===== src/rtl/alu_exec_unit.sv =====
// alu_exec_unit: single-issue ALU with a valid/ready handshake on both sides.
// ADD, XOR and AND finish one cycle after accept. SRA is bit-serial: one
// arithmetic right shift per cycle, so it takes 1+amount cycles to finish.
// The result register is held under backpressure until the consumer takes it.
module alu_exec_unit #(
  parameter int WIDTH = 32
) (
  input  logic             clk,
  input  logic             rst,
  input  logic             in_valid,
  output logic             in_ready,
  input  logic [1:0]       ALUOp,
  input  logic [WIDTH-1:0] op_a,
  input  logic [WIDTH-1:0] op_b,
  output logic             out_valid,
  input  logic             out_ready,
  output logic [WIDTH-1:0] result,
  output logic             zero,
  output logic             busy
);

  localparam int SHW = $clog2(WIDTH);

  typedef enum logic [1:0] {
    IDLE  = 2'b00,
    SHIFT = 2'b01,
    DONE  = 2'b10
  } state_t;

  localparam logic [1:0] OP_ADD = 2'b00;
  localparam logic [1:0] OP_XOR = 2'b01;
  localparam logic [1:0] OP_AND = 2'b10;
  localparam logic [1:0] OP_SRA = 2'b11;

  state_t           r_state;
  logic [WIDTH-1:0] r_result;
  logic             r_zero;
  logic [SHW-1:0]   r_cnt;

  logic [WIDTH-1:0] w_alu_res;
  logic [WIDTH-1:0] w_sra_step;
  logic [SHW-1:0]   w_amt;

  // Only the low log2(WIDTH) bits of op_b form the shift amount.
  assign w_amt      = op_b[SHW-1:0];
  // One arithmetic step: replicate the sign bit into the vacated MSB.
  assign w_sra_step = {r_result[WIDTH-1], r_result[WIDTH-1:1]};

  // Value loaded into the result register on accept; SRA starts from op_a.
  always_comb begin
    // NOTE: assigning a default first keeps this block purely combinational;
    // any path that left w_alu_res unassigned would infer a latch.
    w_alu_res = op_a;
    case (ALUOp)
      OP_ADD:  w_alu_res = op_a + op_b;
      OP_XOR:  w_alu_res = op_a ^ op_b;
      OP_AND:  w_alu_res = op_a & op_b;
      OP_SRA:  w_alu_res = op_a;
      default: w_alu_res = op_a;
    endcase
  end

  // Control FSM plus the result, zero flag and shift counter registers.
  always_ff @(posedge clk) begin
    // NOTE: reset is tested first so it overrides accept, shift and handshake
    // in the same cycle; every register here is sequential, so all updates
    // use non-blocking assignments.
    if (rst) begin
      r_state  <= IDLE;
      r_result <= '0;
      r_zero   <= 1'b1;
      r_cnt    <= '0;
    end else begin
      case (r_state)
        IDLE: begin
          if (in_valid) begin
            r_result <= w_alu_res;
            r_zero   <= (w_alu_res == '0);
            if (ALUOp == OP_SRA) begin
              r_cnt <= w_amt;
              if (w_amt == '0) r_state <= DONE;
              else             r_state <= SHIFT;
            end else begin
              r_state <= DONE;
            end
          end
        end
        SHIFT: begin
          r_result <= w_sra_step;
          r_zero   <= (w_sra_step == '0);
          r_cnt    <= r_cnt - 1'b1;
          if (r_cnt == SHW'(1)) r_state <= DONE;
        end
        DONE: begin
          // No accept here: a new request waits for IDLE, one op in flight.
          if (out_ready) r_state <= IDLE;
        end
        default: r_state <= IDLE;
      endcase
    end
  end

  assign in_ready  = (r_state == IDLE);
  assign out_valid = (r_state == DONE);
  assign busy      = (r_state != IDLE);
  assign result    = r_result;
  assign zero      = r_zero;

endmodule


===== config.mk =====
export PLATFORM = sky130hd
export DESIGN_NAME = alu_exec_unit
export DESIGN_NICKNAME = d
export VERILOG_FILES = /design/src/rtl/alu_exec_unit.sv
export SDC_FILE = /design/constraint.sdc
export NUM_CORES = 1
export LEC_CHECK = 0
export BUFFER_PORTS_ARGS = -buffer_cell sky130_fd_sc_hd__buf_2
export CORE_AREA = 2 2 92 94
export DETAILED_ROUTE_END_ITERATION = 16
export DIE_AREA = 0 0 94 96
export PLACE_DENSITY = 0.85
export REMOVE_ABC_BUFFERS = 1
export SYNTH_ARGS = -nofsm -noshare
export SYNTH_HDL_FRONTEND = slang
export SYNTH_SLANG_ARGS = --single-unit

===== constraint.sdc =====
create_clock -name clk -period 10.15 [get_ports clk]
set_input_delay 1.5225 -clock clk [delete_from_list [all_inputs] [get_ports clk]]
set_output_delay 1.5225 -clock clk [all_outputs]
set_load 0.01 [all_outputs]

* Word-level counts from Yosys, hierarchy flattened
Cells that the tools add are included.
Cells by class: divide/modulo/power cells 0, shift operators 0, muxes and demuxes 14, multipliers 0, equal/unequal tests 10, bitwise gates (word level) 3, magnitude comparators 0, add/sub/neg operators 2, reduce and logical (&&, ||, !) cells 11
Operator list (number):
- 32-bit one-hot mux with 4 select lines | 1
- 32-bit logical NOT | 2
- 32-bit one-hot mux with 2 select lines | 1
- 32-bit adder | 1
- 32-bit AND | 1
- 32-bit two-way mux | 1
- 32-bit XOR | 1
- 2-bit two-way mux | 5
- 5-bit two-way mux | 2
- 5-bit one-hot mux with 2 select lines | 1
- 3-bit AND reduction | 3
- 2-bit equality test (second input constant) | 3
- 2-bit one-hot mux with 3 select lines | 1
- 5-bit by 1-bit equality test with 1-bit output (second input constant) | 1
- 5-bit logical NOT | 1
- 5-bit by 1-bit subtractor with 5-bit output (second input constant) | 1
- 2-bit by 1-bit equality test with 1-bit output (second input constant) | 2
- 2-bit logical NOT | 2
- 2-bit by 1-bit inequality test with 1-bit output (second input constant) | 2
- 2-bit inequality test (second input constant) | 2
- 2-bit nonzero test | 2
- 1-bit one-hot mux with 2 select lines | 1
- 2-bit AND reduction | 1
- 1-bit two-way mux | 1
- 1-bit NOT | 1
Word-level totals: memories 0, word-level logic and storage cells 45, bits in latches 0, bits in registers 40, ROM bits 0, memory bits (writable) 0, output and inout port bits 36, input port bits 70

* Logic depth before layout (Yosys ltp)
Gate-level depths: netlist of the first run.
depth in word-level cells 5, gate-level depth with buffers 13, depth with buffers taken out 13

* Worst setup path before layout of the first run
OpenSTA, ideal clock, no wires.
kind input to register, start point in op_a[0], end point reg r_zero (netlist: zero), path slack 5758 ps, path buffers 0, required time 10081 ps, cell stages on the path 13, setup time 69 ps, arrival time 4323 ps, cells stage by stage ha_1 inv_1 fa_1 inv_1 mux4_1 nor4_1 and4_1 o211ai_1 or4_1 nor4_2 o2111a_1 nand4_1 o21ai_1
Between the ends: cells in the longest elaborated chain, start to end 5, elaborated cells on any way between the ends 7, those cells by class add/sub: 1; mux: 3; bitwise: 2; reduce/logical: 1
Ends and longest elaborated chain:
- start: declaration | line 13 | input logic [WIDTH-1:0] op_a,
- 32-bit adder (tied with other cells) | line 55 | OP_ADD: w_alu_res = op_a + op_b;
- 32-bit one-hot mux with 4 select lines * | line 54 | case (ALUOp)
- 32-bit logical NOT * | line 78 | r_zero <= (w_alu_res == '0);
- 1-bit two-way mux * | line 76 | if (in_valid) begin
- 1-bit one-hot mux with 2 select lines * | line 74 | case (r_state)
- end signal: assignment | line 78
- end signal: assignment | line 90 | r_zero <= (w_sra_step == '0);
- end: declaration | line 37 | logic r_zero;
Every way passes the cells marked *; elsewhere a longest branch is shown, timed or not. The select of a mux whose other input is x is not followed. A chain may end at the register's enable or synchronous reset.

* Final worst setup path of the first run
start point in ALUOp[1], end point reg r_zero (netlist: zero)
Between the ends: cells in the longest elaborated chain, start to end 5, elaborated cells on any way between the ends 8, those cells by class eq/ne: 3; mux: 3; reduce/logical: 2
Ends and longest elaborated chain:
- start: declaration | line 12 | input logic [1:0] ALUOp,
- 2-bit equality test (tied with other cells) | line 54
- 32-bit one-hot mux with 4 select lines * | line 54
- 32-bit logical NOT * | line 78
- 1-bit two-way mux * | line 76
- 1-bit one-hot mux with 2 select lines * | line 74
Marks and branches as above.

==> metrics.yaml, run 1 <==
timing:
  setup_tns_ns: 0
  fmax_mhz: 209
  period_share_pct: 47.1
  skew_ns: 0.0134
  worst_slew_pin_slew_ns: 0.789
  setup_viol: 0
  min_period_ns: 4.78
  timing.slew.headroom_pct: 47.4
  slew_violations: 0
  rsz0062_at_grt: "false"
  layout_setup_ws_ns: 5.37
  hold_viol: 0
final_layout:
  final_common_cell: "buf_2"
  final_cell_mix: "buf_2, nor2_1, nand2_1"
  drive_gt1_share_pct: 18.6
  finalNetCount: 829
  area.growth.synth_to_final_pct: 13.6
  diodes: 0
  final_util_pct: 65.8
logic_synthesis:
  seq_area_frac_synth_pct: 17.2
  syn_inst: 649
  synth_area_um2: 4670
  synth_ff_type: "dfxtp_1"
  ys.warnings.count: 0
  async_flop_share_pct: 0
  synth_cell_type_count: 74
  postSynthAreaPerCell_um2: 7.19
  ys_ff_latch: 40
  synth_edf_count: 0
route:
  drt_first_pass_iters: 8
  routed_wirelength_um: 15700
  wl_per_cell_um: 18.9
  postRouteAntennaNets: 0
  drt_iter0_markers: 770
  vias: 5725
  remaining_drc_errors: 0
  via_per_inst: 6.90
clocking:
  cts_setup_buffers: 0
  clkLatencyLatePin_ns: 0.30
  hold_buffers: 0
  cts_root_buf: "clkbuf_8"
  cts_buffer_depth: 2
  post_cts_resized: 0
  ctsHtreeMaxLevel: 2
  cts_buffers: 5
  clkTransAtPathRegs_ns: 0.09
  tritoncts: "done"
  cts.sink_count: 40
power:
  power.density_nw_per_um2: 114
  power.leakage_nw: 2.29
  ir_drop_mv: 0.139
placement:
  routabilityCongestion: 0.934
  post-dp-hpwl_um: 11900
  port_buffers: 105
  dp_slack_ns: 5.14
global_route:
  grt_pass1_vias: 5121
  grt_max_degree: 57
  antenna_found_initial: 0
  grtUsageTotal_pct: 34.2
  grt-ovfl-total: 0
  grt_pass1_wl_um: 25000
floorplan:
  core_um2: 8050
  die_x_um: 94
  fp-row-count: 33
  die_height_um: 96
  initial_utilization_pct: 57.9
  io_pins: 106
  die-area_um2: 9020
job:
  drv_cap: 0
setup_path:
  path_class: "in -> reg"
  critPathMaxFanout: 40
  startpoint_type: "primary input"
  cp-end-kind: "register"
  crit_arrival_ns: 5.02
  critical_path_required_ns: 10.39
outcome:
  status: "finished, final reports clean"
min_path:
  hold_path_class: "reg -> reg"
## cell usage after synthesis (3+ instances only)
cell | count | area [µm²]
and2_1 | 4 | 25.0
nand4_1 | 14 | 87.6
buf_2 | 13 | 65.1
o22ai_1 | 6 | 37.5
o31ai_1 | 5 | 37.5
mux2i_1 | 15 | 150
a221oi_1 | 6 | 52.6
a21o_1 | 12 | 90.1
o2111ai_1 | 5 | 43.8
a222oi_1 | 10 | 100
nand2b_1 | 15 | 93.8
o21ai_1 | 3 | 15.0
nor2_1 | 70 | 263
o21ai_0 | 43 | 215
o21a_1 | 10 | 75.1
a21boi_0 | 3 | 22.5
a21oi_1 | 59 | 295
a211o_1 | 3 | 26.3
a211oi_1 | 11 | 82.6
nand2_1 | 61 | 229
or4_1 | 3 | 22.5
nor2b_1 | 12 | 75.1
ha_1 | 34 | 425
o221ai_1 | 6 | 52.6
a31oi_1 | 10 | 62.6
o211ai_1 | 14 | 105
o21bai_1 | 3 | 22.5
o31a_1 | 3 | 26.3
a22oi_1 | 16 | 120
or3_1 | 3 | 18.8
nand3_1 | 5 | 25.0
a22o_1 | 3 | 26.3
xnor2_1 | 4 | 35.0
mux2_2 | 6 | 67.6
a221o_1 | 3 | 30.0
nor4_1 | 10 | 62.6
buf_1 | 4 | 15.0
dfxtp_1 | 40 | 801
nor3_1 | 14 | 70.1
clkbuf_1 | 24 | 90.1
inv_1 | 22 | 82.6
## layout make-up
cell class	instances	area (µm²)
sequential	40	801
multi-input combinational	544	3600
inverter	23	86.3
tap	105	131
clock inverter	3	46.3
clock buffer	5	68.8
timing repair buffer	110	563
fill	749	2750
## layer usage
metal / part of all wire, % / vias to the layer above / GRT usage [%] / wire length (µm)
li1: - / 2651 / - / -
met1: 40 / 2629 / 46.5 / 6310
met2: 46 / 403 / 55.3 / 7170
met3: 11 / 42 / 4.31 / 1700
met4: 3.1 / 0 / 13.4 / 490
met5: 0 / - / 0 / 0
## logic make-up after synthesis
family / synth area share, %
flip-flops: 17.2
AO/OA/AOI/OAI: 38.1
adder cells (fa/ha/maj): 9.55
multiplexers: 5.95
XOR/XNOR: 0.939
buffers and inverters: 5.74
AND/OR/NAND/NOR: 22.6
## state kept, by name, summed over array words and instances, names as in the netlist
name	cells
r_cnt	5
zero	1
r_state	2
result	32
## stage by stage
step                      std cells  hold WS (ns)  power, mW  instance area (µm²)
after floorplan                 607         0.484      0.367                 4480
after global placement          822         0.481      0.457                 5180
after detailed placement        822         0.494      0.462                 5180
after CTS                       830         0.517      0.598                 5300
after global routing            830         0.552      0.640                 5300
final                           830         0.509      0.606                 5300
## report_power, final
group          total [mW]  switching [mW]  internal (mW)
Combinational       0.280           0.169          0.111
Clock               0.136          0.0621         0.0741
Sequential          0.189          0.0178          0.172
## critical path, stage by stage
cell      delay (ns)
buf_2           0.56
buf_4           0.50
inv_2           0.27
mux4_2          0.48
a31oi_1         0.19
and4_1          0.20
o211ai_1        0.07
or4_1           0.51
nor4_2          0.27
o2111a_1        0.20
nand4_1         0.09
o21ai_1         0.13
## worst paths after layout
check              from  slack, ns  depth (start not counted)         to
min reg2reg   result[0]       0.51                          2  result[0]
min           result[0]       0.51                          2  result[0]
max reg2reg  r_state[1]       7.69                         10       zero
max            ALUOp[1]       5.37                         12       zero
No activity file was read; power rests on OpenSTA's default activity.
==> inputs of run 2 (changes only) <==
--- a/config.mk
+++ b/config.mk
@@ -5,11 +5,12 @@
 export SDC_FILE = /design/constraint.sdc
 export NUM_CORES = 1
 export LEC_CHECK = 0
+export ABC_AREA = 1
 export BUFFER_PORTS_ARGS = -buffer_cell sky130_fd_sc_hd__buf_2
-export CORE_AREA = 2 2 92 94
+export CORE_AREA = 2 2 100 102
 export DETAILED_ROUTE_END_ITERATION = 16
-export DIE_AREA = 0 0 94 96
-export PLACE_DENSITY = 0.85
+export DIE_AREA = 0 0 102 104
+export PLACE_DENSITY = 0.81
 export REMOVE_ABC_BUFFERS = 1
 export SYNTH_ARGS = -nofsm -noshare
 export SYNTH_HDL_FRONTEND = slang
==> constraint.sdc (replaced) <==
create_clock -name clk -period 4.6 [get_ports clk]
set_input_delay 0.69 -clock clk [delete_from_list [all_inputs] [get_ports clk]]
set_output_delay 0.69 -clock clk [all_outputs]
set_load 0.01 [all_outputs]
==> metrics.yaml, run 2 <==
power:
  pwr-share-seq_pct: 30.1  # -1.1 points
  clock_power_share_pct: 20.8  # -1.7 points
  power.density_nw_per_um2: 229  # +100%
  power.leakage_nw: 3.34  # +46%
  p_sw_mw: 0.597  # +140%
  swShare_pct: 43.7  # +2.5 points
  ir_drop_mv: 0.156  # +12%
  combPwrFrac_pct: 49.1  # +2.8 points
  intPower_mw: 0.770  # +120%
logic_synthesis:
  synth_common_cells: "nand2_1, inv_1, nor2_1"
  postSynthAreaPerCell_um2: 5.37  # -25%
  yosys.cell_count.top_type: "nand2_1"
  synth_top_area_share_pct: 27.4  # +10 points
  syn_inst: 988  # +52%
  synth_cell_type_count: 39  # -47%
  ys.warnings.count: 0  # unchanged
  ys_ff_latch: 40  # unchanged
  synthTopCellsByArea: "nand2_1, dfxtp_1, inv_1, ha_1, nand3_1"
  synth_edf_count: 0  # unchanged
  seq_area_frac_synth_pct: 15.1  # -2.1 points
  synth_area_um2: 5300  # +14%
  post-synth-top-area-cell: "nand2_1"
  async_flop_share_pct: 0  # unchanged
  synth_ff_type: "dfxtp_1"
route:
  remaining_drc_errors: 0  # unchanged
  drt_iter0_markers: 710  # -7.8%
  drt_first_pass_iters: 7  # -1
  via_per_inst: 5.57  # -19%
  vias: 6736  # +18%
  wl_per_cell_um: 14.5  # -23%
  postRouteAntennaNets: 0  # unchanged
  routed_wirelength_um: 17600  # +12%
timing:
  worst_slew_pin_slew_ns: 1.15  # +0.360 ns
  hold_viol: 0  # unchanged
  skew_ns: 0.00692  # -0.00647 ns
  timing.slew.headroom_pct: 23.1  # -24 points
  min_period_ns: 2.94
  slew_violations: 0  # unchanged
  layout_setup_ws_ns: 1.66  # -3.72 ns
  rsz0062_at_grt: "false"
  setup_viol: 0  # unchanged
  setup_tns_ns: 0  # unchanged
  period_share_pct: 63.9
  fmax_mhz: 340
setup_path:
  path_class: "in -> reg"
  cp-end-kind: "register"
  critical_path_required_ns: 4.79  # -5.60 ns
  startpoint_type: "primary input"
  critPathMaxFanout: 18  # -55%
  crit_arrival_ns: 3.13  # -1.89 ns
clocking:
  clkTransAtPathRegs_ns: 0.08  # about the same
  cts_setup_buffers: 0  # unchanged
  tritoncts: "done"
  ctsHtreeMaxLevel: 2  # unchanged
  cts.sink_count: 40  # unchanged
  clkLatencyLatePin_ns: 0.30  # about the same
  cts_buffer_depth: 2  # unchanged
  hold_buffers: 0  # unchanged
  cts_root_buf: "clkbuf_8"
  post_cts_resized: 0  # unchanged
  cts_buffers: 5  # unchanged
job:
  drv_cap: 0  # unchanged
floorplan:
  fp-row-count: 36  # +9.1%
  die-area_um2: 10600  # +18%
  die_height_um: 104  # +8.3%
  core_um2: 9550  # +19%
  io_pins: 106  # unchanged
  die_x_um: 102  # +8.5%
  initial_utilization_pct: 55.5  # -2.4 points
final_layout:
  diodes: 0  # unchanged
  final_common_cell: "nand2_1"
  largest_register_ffs: 32  # unchanged
  stdcell_area_um2: 5970  # +13%
  finalNetCount: 1181  # +42%
  final_cell_mix: "nand2_1, inv_1, buf_2"
  drive_gt1_share_pct: 15.0  # -3.6 points
  area.growth.synth_to_final_pct: 12.6
  final_util_pct: 62.6  # -3.3 points
placement:
  post_dp_cell_area_um2: 5860  # +13%
  port_buffers: 105  # unchanged
  routabilityCongestion: 1.07  # +14%
  dp_slack_ns: 1.41  # -3.73 ns
  post-dp-hpwl_um: 14300  # +21%
outcome:
  status: "finished, final reports clean"
global_route:
  grt_pass1_wl_um: 28300  # +13%
  grt_max_degree: 41  # -28%
  grt_pass1_vias: 5814  # +14%
  grtUsageTotal_pct: 33.1  # -1.1 points
  grt-ovfl-total: 0  # unchanged
  antenna_found_initial: 0  # unchanged
min_path:
  hold_path_class: "reg -> reg"
run 2: final cells by class:
class                      count  area, µm²
multi-input combinational    762       3750
fill                         991       3580
sequential                    40        801
inverter                     160        601
timing repair buffer         107        541
tap                          133        166
clock buffer                   5       68.8
clock inverter                 3       42.5
run 2: worst paths after layout:
check                           slack [ns]  cells past startpoint        from   endpoint
worst max-delay path                  1.66                     18    ALUOp[0]       zero
worst min-delay path                  0.46                      2   result[0]  result[0]
worst max register to register        1.85                     11  r_state[0]   r_cnt[1]
worst min register to register        0.46                      2   result[0]  result[0]
run 2: logic make-up after synthesis:
kind of cell               count (synthesis)  share of synthesized area [%]
DFF                                       40                           15.1
adders and majority gates                 35                           8.40
and+or+nand+nor                          599                           47.1
AOI/OAI and AO/OA                        125                           14.8
buffers and inverters                    186                           14.2
xor gates and xnor gates                   3                          0.496
run 2: critical path, stage by stage:
cell and delay (ns):
buf_2 0.12, inv_2 0.09, nor2_1 0.87, inv_2 0.38
o211ai_1 0.31, nand2_1 0.07, nand3_1 0.08, nor2_1 0.04
nand2_1 0.05, nor2_1 0.04, nand2_1 0.06, nor2_1 0.04
nand2_1 0.05, nor2_1 0.04, nand2_1 0.06, nand2_1 0.04
nand2_1 0.05, nand2_1 0.04
run 2: power groups by stage:
stage | Combinational, mW | Sequential, mW | Clock (mW)
3_5_place_dp | 0.651 | 0.419 | 0
2_1_floorplan | 0.433 | 0.424 | 0
4_1_cts | 0.654 | 0.411 | 0.288
5_1_grt | 0.749 | 0.417 | 0.303
3_3_place_gp | 0.650 | 0.419 | 0
6_report | 0.671 | 0.412 | 0.284
run 2: metrics by stage:
step | std cells | hold slack, ns | power [mW]
finish | 1210 | 0.465 | 1.37
global route | 1210 | 0.480 | 1.47
CTS | 1210 | 0.468 | 1.35
detailed placement | 1202 | 0.455 | 1.07
global placement | 1202 | 0.452 | 1.07
floorplan | 962 | 0.448 | 0.857
run 2: per-layer routing:
metal	vias up	GRT usage (%)	routed length, µm
li1	3336	-	-
met3	47	4.70	1920
met5	-	0	0
met2	415	48.9	7360
met4	0	11.6	624
met1	2938	48.4	7660
==> inputs of run 3 (changes only) <==
--- a/config.mk
+++ b/config.mk
@@ -5,12 +5,12 @@
 export SDC_FILE = /design/constraint.sdc
 export NUM_CORES = 1
 export LEC_CHECK = 0
-export ABC_AREA = 1
+export ABC_AREA = 0
 export BUFFER_PORTS_ARGS = -buffer_cell sky130_fd_sc_hd__buf_2
-export CORE_AREA = 2 2 100 102
+export CORE_AREA = 2 2 99 101
 export DETAILED_ROUTE_END_ITERATION = 16
-export DIE_AREA = 0 0 102 104
-export PLACE_DENSITY = 0.81
+export DIE_AREA = 0 0 101 103
+export PLACE_DENSITY = 0.78
 export REMOVE_ABC_BUFFERS = 1
 export SYNTH_ARGS = -nofsm -noshare
 export SYNTH_HDL_FRONTEND = slang
==> constraint.sdc (replaced) <==
create_clock -name clk -period 2.6 [get_ports clk]
set_input_delay 0.39 -clock clk [delete_from_list [all_inputs] [get_ports clk]]
set_output_delay 0.39 -clock clk [all_outputs]
set_load 0.01 [all_outputs]
==> metrics.yaml, run 3 (same netlist as run 1, synthesis figures left out) <==
outcome:
  status: "finished, violations left"
  violations: "negative setup slack"
final_layout:
  drive_gt1_share_pct: 40.3  # +25 points
  regArea_um2: 801  # unchanged
  multi_input_area_um2: 4030  # +7.2%
  final_common_cell: "buf_4"
  area.growth.synth_to_final_pct: 52.9
  final_util_pct: 75.4  # +13 points
  largest_register_ffs: 32  # unchanged
  finalNetCount: 1005  # -15%
  fin_cells: 1015  # -16%
  diodes: 0  # unchanged
  final_cell_mix: "buf_4, buf_2, nor2_1"
  fillers: 688  # -31%
clocking:
  ctsHtreeMaxLevel: 2  # unchanged
  clkLatencyLatePin_ns: 0.30  # about the same
  cts.sink_count: 40  # unchanged
  clkTransAtPathRegs_ns: 0.08  # about the same
  tritoncts: "done"
  cts_buffers: 5  # unchanged
  cts_root_buf: "clkbuf_8"
  cts_buffer_depth: 2  # unchanged
  hold_buffers: 0  # unchanged
floorplan:
  die_height_um: 103  # -0.96%
  io_pins: 106  # unchanged
  die-area_um2: 10400  # -1.9%
  die_x_um: 101  # -0.98%
  core_um2: 9460  # -0.94%
  initial_utilization_pct: 49.3  # -6.2 points
  fp-row-count: 36  # unchanged
route:
  remaining_drc_errors: 0  # unchanged
  postRouteAntennaNets: 0  # unchanged
  wl_per_cell_um: 20.1  # +38%
  drt_first_pass_iters: 8  # +1
  drt_iter0_markers: 588  # -17%
  vias: 6554  # -2.7%
  via_per_inst: 6.46  # +16%
  routed_wirelength_um: 20400  # +16%
setup_path:
  critPathMaxFanout: 2  # -16
  path_class: "in -> reg"
  path_buf_inv: 3  # unchanged
  crit_arrival_ns: 3.26  # +0.13 ns
  cp_top_family: "simple AND/OR/NAND/NOR gates"
  critPathMaxStageDelay_ns: 0.50  # -0.37 ns
  critical_path_required_ns: 2.83  # -1.96 ns
  startpoint_type: "primary input"
  crit_slowest_cell: "fa_1"
  worstPathCellList: "buf_8, ha_4, inv_2, fa_1, inv_1, mux4_2, nor4_2, and4_1, o211ai_1, or4_4, nor4_4, o2111a_1, nand4_1, o21ai_1"
  cp-end-kind: "register"
global_route:
  antenna_found_initial: 0  # unchanged
  grt-ovfl-total: 0  # unchanged
  grt_pass1_wl_um: 31500  # +11%
  grt_pass1_vias: 6345  # +9.1%
  grt_max_degree: 36  # -12%
  grtUsageTotal_pct: 38.0  # +5.0 points
placement:
  port_buffers: 105  # unchanged
  dp_cells: 996  # -17%
  routabilityCongestion: 0.974  # -8.7%
  post-dp-hpwl_um: 14700  # +2.5%
  dp_slack_ns: -1.09  # -2.49 ns
timing:
  slew_violations: 0  # unchanged
  setup_viol: 8  # +8
  skew_ns: 0.0121  # +0.00518 ns
  fmax_mhz: 331
  rsz0062_at_grt: "true"
  hold_viol: 0  # unchanged
  min_period_ns: 3.02
  layout_setup_ws_ns: -0.422  # -2.08 ns
  timing.slew.headroom_pct: 53.0  # +30 points
  period_share_pct: 116
  worst_slew_pin_slew_ns: 0.706  # -0.443 ns
power:
  finalPower_mw: 2.78  # +100%
  power.density_nw_per_um2: 390  # +70%
  power.leakage_nw: 3.20  # -4.2%
  ir_drop_mv: 0.413  # +160%
min_path:
  hold_path_class: "in -> reg"
job:
  drv_cap: 0  # unchanged
run 3: changes by cell type in the layout (fill, tap and decap cells not counted), sizes merged, moves of 15 or more:
cell / delta
nand2: -340
buf: +179
inv: -137
nand3: -66
o21ai: +27
nor2: -22
a21oi: +20
a22oi: +16
a31oi: -16
mux2i: +15
nand2b: +15
run 3: path summary, 6_finish.rpt:
path | startpoint | slack, ns | depth (start not counted) | endpoint
setup / recovery | op_b[0] | -0.42 | 14 | zero
hold / removal | out_ready | 0.43 | 3 | r_state[1]
setup reg to reg | r_state[1] | 0.27 | 10 | zero
hold reg to reg | result[0] | 0.50 | 2 | result[0]
run 3: timing repair:
action | in CTS | in global routing
setup endpoints to repair | 17 | 18
pin swaps | 35 | 29
buffers inserted | 4 | 7
gates resized for setup | 69 | 30
run 3: report_power, final:
| group | switching, mW | total [mW] | leakage, nW | internal [mW] |
|---|---|---|---|---|
| Sequential | 0.0749 | 0.744 | 0.329 | 0.670 |
| Clock | 0.227 | 0.443 | 0.0445 | 0.216 |
| Combinational | 0.834 | 1.59 | 2.83 | 0.759 |
run 3: layer usage:
layer	routed length [µm]	GRT usage, %	share of wire, %	vias up
li1	-	-	-	2999
met1	7900	46.6	39	3026
met2	9560	65.7	47	414
met3	1750	4.61	8.6	115
met4	1190	19.6	5.8	0
met5	0	0	0	-
run 3: worst reg2reg max path: stages (launching register included):
cell and delay [ns]:
dfxtp_1 0.37, inv_1 0.11, o21ai_2 0.09, nor4_2 0.29, and4_1 0.26, o211ai_1 0.11
or4_4 0.47, nor4_4 0.16, o2111a_1 0.22, nand4_1 0.08, o21ai_1 0.12
run 3: layout make-up:
class                           count  share of cell area [%]
Timing Repair Buffer              286                    27.8
Inverter                           23                    1.21
Clock buffer                        7                    1.21
Multi-Input combinational cell    544                    56.4
Sequential cell                    40                    11.2
Tap cell                          114                    2.00
Clock inverter                      1                   0.105
run 3: through the flow:
stage	cell area, µm²	setup TNS (ns)	hold WS (ns)
after floorplan	4480	-1.58	0.459
after global placement	6450	-8.58	0.479
after detailed placement	6450	-10.32	0.490
after CTS	6920	-0.685	0.383
after global routing	7130	-2.64	0.450
final	7130	-1.33	0.425
